File: src/rtl/ifetch_if.sv
// Fetch-stage bus bundle: memory read port on one side, instruction
// handshake to control plus redirect/fault on the other.
interface ifetch_if;
  logic [31:0] mem_addr;
  logic        mem_read;
  logic [31:0] mem_rdata;
  logic        mem_ready;
  logic [31:0] inst;
  logic [31:0] inst_pc;
  logic        inst_valid;
  logic        inst_ready;
  logic        redirect;
  logic [31:0] redirect_pc;
  logic        fault;

  modport master (
    output mem_addr, mem_read, inst, inst_pc, inst_valid, fault,
    input  mem_rdata, mem_ready, inst_ready, redirect, redirect_pc
  );

  modport slave (
    input  mem_addr, mem_read, inst, inst_pc, inst_valid, fault,
    output mem_rdata, mem_ready, inst_ready, redirect, redirect_pc
  );
endinterface

File: src/rtl/ifetch.sv
// Instruction fetch stage: owns the PC, issues word reads, buffers
// fetched words with their PCs in a small FIFO for the control unit,
// and handles redirects including misaligned-target faults.
module ifetch #(
  parameter logic [31:0] RESET_PC = 32'h0000_0000,
  parameter int          DEPTH    = 2
) (
  input logic    clk,
  input logic    rst,
  ifetch_if.master bus
);

  localparam int PW = $clog2(DEPTH);
  localparam int CW = $clog2(DEPTH + 1);
  localparam logic [CW-1:0] DEPTH_C = CW'(DEPTH);
  localparam logic [CW-1:0] C_ONE   = CW'(1);
  localparam logic [PW-1:0] P_ONE   = PW'(1);

  typedef enum logic {RUN, FAULT} state_t;

  state_t        state_q, state_d;
  logic [31:0]   fetch_pc_q, fetch_pc_d;
  logic          mem_read_q, mem_read_d;
  logic [CW-1:0] count_q, count_d;
  logic [PW-1:0] rd_ptr_q, wr_ptr_q;
  logic [31:0]   word_q [DEPTH];
  logic [31:0]   pc_q   [DEPTH];
  logic          push, pop, flush, inst_valid;

  assign inst_valid     = (count_q != '0);
  assign bus.inst_valid = inst_valid;
  assign bus.inst       = word_q[rd_ptr_q];
  assign bus.inst_pc    = pc_q[rd_ptr_q];
  assign bus.mem_addr   = fetch_pc_q;
  assign bus.mem_read   = mem_read_q;
  assign bus.fault      = (state_q == FAULT);

  // Next state: redirect overrides any push/pop; the read request is
  // registered from next-cycle occupancy so a push can never hit a full FIFO.
  always_comb begin
    state_d    = state_q;
    fetch_pc_d = fetch_pc_q;
    mem_read_d = 1'b0;
    flush      = 1'b0;
    push       = mem_read_q && bus.mem_ready;
    pop        = inst_valid && bus.inst_ready;
    count_d    = count_q;
    if (push && !pop)
      count_d = count_q + C_ONE;
    else if (pop && !push)
      count_d = count_q - C_ONE;

    if (bus.redirect) begin
      flush   = 1'b1;
      push    = 1'b0;
      pop     = 1'b0;
      count_d = '0;
      if (bus.redirect_pc[1:0] == 2'b00) begin
        state_d    = RUN;
        fetch_pc_d = bus.redirect_pc;
        mem_read_d = 1'b1;
      end else begin
        state_d = FAULT;
      end
    end else if (state_q == RUN) begin
      if (push)
        fetch_pc_d = fetch_pc_q + 32'd4;
      mem_read_d = (count_d < DEPTH_C);
    end
  end

  // State, PC, request and FIFO registers; active-low synchronous reset.
  always_ff @(posedge clk) begin
    if (!rst) begin
      state_q    <= RUN;
      fetch_pc_q <= RESET_PC;
      mem_read_q <= 1'b0;
      count_q    <= '0;
      rd_ptr_q   <= '0;
      wr_ptr_q   <= '0;
      for (int i = 0; i < DEPTH; i++) begin
        word_q[i] <= '0;
        pc_q[i]   <= '0;
      end
    end else begin
      state_q    <= state_d;
      fetch_pc_q <= fetch_pc_d;
      mem_read_q <= mem_read_d;
      count_q    <= count_d;
      if (flush) begin
        rd_ptr_q <= '0;
        wr_ptr_q <= '0;
      end else begin
        if (push) begin
          word_q[wr_ptr_q] <= bus.mem_rdata;
          pc_q[wr_ptr_q]   <= fetch_pc_q;
          wr_ptr_q         <= wr_ptr_q + P_ONE;
        end
        if (pop)
          rd_ptr_q <= rd_ptr_q + P_ONE;
      end
    end
  end

endmodule

File: src/flat_wrapper.sv
// flat-port wrapper written by rule: the top's interface ports become plain ports
module ifetch_flat 
#(
  parameter logic [31:0] RESET_PC = 32'h0000_0000,
  parameter int          DEPTH    = 2
)
  (clk, rst, bus_mem_addr, bus_mem_read, bus_inst, bus_inst_pc, bus_inst_valid, bus_fault, bus_mem_rdata, bus_mem_ready, bus_inst_ready, bus_redirect, bus_redirect_pc);
  ifetch_if bus_i ();
  input logic clk;
  input logic rst;
  output wire logic [$bits(bus_i.mem_addr)-1:0] bus_mem_addr;
  output wire logic [$bits(bus_i.mem_read)-1:0] bus_mem_read;
  output wire logic [$bits(bus_i.inst)-1:0] bus_inst;
  output wire logic [$bits(bus_i.inst_pc)-1:0] bus_inst_pc;
  output wire logic [$bits(bus_i.inst_valid)-1:0] bus_inst_valid;
  output wire logic [$bits(bus_i.fault)-1:0] bus_fault;
  input wire logic [$bits(bus_i.mem_rdata)-1:0] bus_mem_rdata;
  input wire logic [$bits(bus_i.mem_ready)-1:0] bus_mem_ready;
  input wire logic [$bits(bus_i.inst_ready)-1:0] bus_inst_ready;
  input wire logic [$bits(bus_i.redirect)-1:0] bus_redirect;
  input wire logic [$bits(bus_i.redirect_pc)-1:0] bus_redirect_pc;
  assign bus_mem_addr = bus_i.mem_addr;
  assign bus_mem_read = bus_i.mem_read;
  assign bus_inst = bus_i.inst;
  assign bus_inst_pc = bus_i.inst_pc;
  assign bus_inst_valid = bus_i.inst_valid;
  assign bus_fault = bus_i.fault;
  assign bus_i.mem_rdata = bus_mem_rdata;
  assign bus_i.mem_ready = bus_mem_ready;
  assign bus_i.inst_ready = bus_inst_ready;
  assign bus_i.redirect = bus_redirect;
  assign bus_i.redirect_pc = bus_redirect_pc;
  ifetch #(.RESET_PC(RESET_PC), .DEPTH(DEPTH)) u_core (.clk(clk), .rst(rst), .bus(bus_i));
endmodule
File: config.mk
export PLATFORM = sky130hd
export DESIGN_NAME = ifetch_flat
export DESIGN_NICKNAME = d
export VERILOG_FILES = /design/src/rtl/ifetch_if.sv /design/src/rtl/ifetch.sv /design/src/flat_wrapper.sv
export SDC_FILE = /design/constraint.sdc
export NUM_CORES = 1
export LEC_CHECK = 0
export ABC_AREA = 1
export CORE_AREA = 2 2 137 139
export CTS_CLUSTER_SIZE = 28
export DETAILED_ROUTE_END_ITERATION = 8
export DIE_AREA = 0 0 139 141
export DONT_BUFFER_PORTS = 1
export SYNTH_ARGS = -nofsm -noshare
export SYNTH_HDL_FRONTEND = slang
export SYNTH_SLANG_ARGS = --single-unit
File: constraint.sdc
create_clock -name clk -period 4.52 [get_ports clk]
set_input_delay 0.904 -clock clk [delete_from_list [all_inputs] [get_ports clk]]
set_output_delay 0.904 -clock clk [all_outputs]
set_load 0.005 [all_outputs]
==> results.txt <==
Multiplexer area fraction after synthesis -> 8.978%
IO Pins -> 168
Post-CTS Setup Bufs -> 0
DRC -> 0
Max-Cap Viols -> 0
Synth Warn # -> 0
Wire length on met3 -> 1.376 mm
Crit-path max FO -> 64
DR top layer -> met4
Number of CTS-inserted buffers -> 17
Worst path cell trace -> mux2_2
Clk_lat worst skew -> 0.42 ns
CP Data Required Time -> 3.62 ns
Row count -> 50
Fin Setup TNS -> 0 ns
Worst Clk Skew -> 0.006159 ns
Adder-cell share of the synthesized area -> 0.6234%
Power share of the clock group -> 43.6%
Post-synthesis xor/xnor area fraction -> 0%
Clock Pin Slew Worst Setup and Hold Paths -> 0.06 ns
DR iter-0 viols -> 315
Port buffer count -> 0
Arrival time worst endpoint -> 1.87 ns
Post-CTS Hold Fix Bufs -> 0
DR pass1 iterations -> 8
CTS H-tree lvls -> 4
Area growth, synth to finish -> 9.352%
Initial core utilization -> 43.95%
Asr flop ratio synth -> 0%
WL final -> 18.81 mm
Sequential Power Share -> 51.8%
CTS sink count -> 167
Netlist cell types -> 31
Final Critical Period -> 2.773 ns
Final Hold Viols -> 0
Vias in the first global route -> 5246
Worst path bufs/invs -> 0
Switching power -> 731.9 uW
Final net count -> 889
Metal1 wirelength -> 7.818 mm
Fmax achieved -> 360.6 MHz
Global-route wire length before repair -> 29.38 mm
Post-Layout Cell Count -> 1063
Peak VDD IR -> 0.2600 mV
R2r setup slk -> 2.48 ns
WS Path Type -> flop to primary output
Pwr dens -> 381.8 nW/um^2
Hold wc startpoint -> u_core.rd_ptr_q$_SDFFE_PP0P_
Top Family by Delay on Critical Path -> flip-flops
Core area -> 18270 um^2
R2r worst-path depth -> 8
Slew Viols, Final -> 0
Initial antenna violation count -> 0
Gpl congestion -> 0.7952
Mean post-synth cell area -> 9.660 um^2
CTS tree -> built
Most used DFF post-synth -> edfxtp_1
Main combinational cell family by area after synthesis -> simple AND/OR/NAND/NOR gates
Startpoint Class -> flop
RR Startpoint -> u_core.bus.mem_read$_SDFF_PN0_
Routed vias/inst -> 5.090
Mapped Cells -> 831
Crit-path slowest cell -> dfxtp_4
Comb pwr share -> 4.6%
Global route total overflow -> 0
Hold Path Depth -> 2
Wire length on met2 -> 9.225 mm
Dpl cells -> 1031
Switching part of the total -> 21.84%
Synthesized flop and latch total -> 167
Endpoint type of the worst setup path -> primary output
Largest net degree at the start of global routing -> 65
Simple-Gate Fraction of Synth Area -> 21.20%
Internal power -> 2619 uW
Clk buf depth -> 2
Commonest non-fill, non-tap cell in the layout -> nor2_1
Period utilisation layout -> 61.35%
Via count -> 5411
EDFF count, synth -> 128
Share of layout cells above drive strength 1 -> 16.28%
Die ar. -> 19600 um^2
Gr usage total -> 19.46%
Final Setup Violations -> 0
Root buffer cell -> clkbuf_16
Post-DP HPWL -> 12.26 mm
N_diodes -> 0
Die Ht -> 141 um
Worst reg2reg endpoint -> u_core.bus.mem_addr[10]$_SDFFE_PN0P_
Status -> complete, no violations
Mapped cell area -> 8028 um^2
Syn nets -> 904
Most frequent cells in the layout -> nor2_1 (188), nand2_1 (147), edfxtp_1 (128), inv_1 (82), mux2_2 (64)
FILL cells -> 1754
DR WL/cell -> 17.70 um
Post-CTS resize count -> 0
Antenna-violating nets left -> 0
LEAKAGE -> 0.003235 uW
Sequential share of the synthesized area -> 57.61%
Max_slew headroom -> 32.48%
Synth Area in Compound Gates -> 5.346%
Measured slew at the worst slew-check pin -> 1.012 ns
Hold Path Class -> flop to flop
Die W -> 139 um
Unrepaired setup endpoints after global routing -> false
CP peak stage delay -> 0.96 ns
[sequential cells by signal, summed over array words and instances (netlist names), named ones only]
signal               flops
u_core.bus.fault         1
u_core.bus.mem_addr     32
u_core.bus.mem_read      1
u_core.count_q           2
u_core.pc_q             64
u_core.rd_ptr_q          1
u_core.word_q           64
u_core.wr_ptr_q          1
[power by group through the flow]
stage	Sequential [uW]	Clock, uW	Combinational (uW)
floorplan	1760	0	125
global placement	1770	0	157
detailed placement	1770	0	156
CTS	1740	1490	158
global route	1740	1550	174
finish	1740	1460	153
[layer usage]
metal / GRT usage, % / vias to the layer above
met5: 0 / -
met4: 6.805 / 0
met3: 6.454 / 20
met2: 32.23 / 158
met1: 24.01 / 2537
li1: - / 2696
[synthesized netlist by cell type, types with 3 or more instances]
cell type,n,area share [%]
dfxtp_1,39,9.7
ha_1,4,0.62
o21ai_0,26,1.6
nand3_2,3,0.37
nor2_4,3,0.42
inv_1,82,3.8
clkbuf_1,11,0.51
edfxtp_1,128,48
a31oi_1,3,0.23
nor3_1,4,0.25
a21oi_2,6,0.65
nor2_1,188,8.8
mux2_2,64,9.0
nand2_1,149,7.0
buf_2,24,1.5
a21oi_1,28,1.7
o21ai_1,6,0.37
nor2_8,4,1.0
nor2_2,7,0.55
inv_2,3,0.14
o31ai_1,4,0.37
nand3_1,28,1.7
nand2_2,6,0.47
[logic make-up (layout without fill, tap and decap cells)]
kind of cell / Yosys count / in the layout
buf+inv: 122 / 120
simple gates: 398 / 398
fa+ha+maj: 4 / 4
compound gates: 76 / 76
mux: 64 / 64
flops: 167 / 167
[how the worst max path moves through the flow]
stage / start / endpoint / slack [ns] / cells after the start
6_report: flop / bus_inst_pc[30] / 1.75 / 1
5_1_grt: flop / bus_inst_pc[26] / 1.64 / 1
4_1_cts: flop / bus_inst_pc[1] / 1.70 / 1
3_5_place_dp: rst / u_core.word_q[1][0]$_SDFFCE_PN0P_ / 1.75 / 5
3_3_place_gp: rst / u_core.pc_q[0][30]$_SDFFCE_PN0P_ / 1.77 / 4
2_1_floorplan: bus_redirect / u_core.pc_q[0][0]$_SDFFCE_PN0P_ / 1.06 / 6
[per-stage QoR]
stage          worst slack, ns  hold WS (ns)  power (uW)  area [um^2]  utilization, %
2_1_floorplan            1.062        0.4474        1884         8028               -
3_3_place_gp             1.767        0.4573        1925         8189           44.83
3_5_place_dp             1.750        0.4667        1927         8189           44.83
4_1_cts                  1.697        0.4794        3380         8778           48.05
5_1_grt                  1.644        0.5136        3465         8778           48.05
6_report                 1.747        0.4792        3351         8778           48.05
[worst min-delay path: stages, from the launching register on]
cell     delay [ns]
dfxtp_1        0.30
inv_1          0.07
a21oi_1        0.07
[final cells by class]
type / instances / area (um^2) / area share (%)
sequential: 167 / 4628 / 52.72
multi-input combinational: 542 / 2927 / 33.34
clock buffer: 20 / 436.7 / 4.974
inverter: 85 / 319.1 / 3.635
tap: 234 / 292.8 / 3.335
clock inverter: 12 / 152.6 / 1.739
timing repair buffer: 3 / 22.52 / 0.2566
No activity file was read; power rests on OpenSTA's default activity.
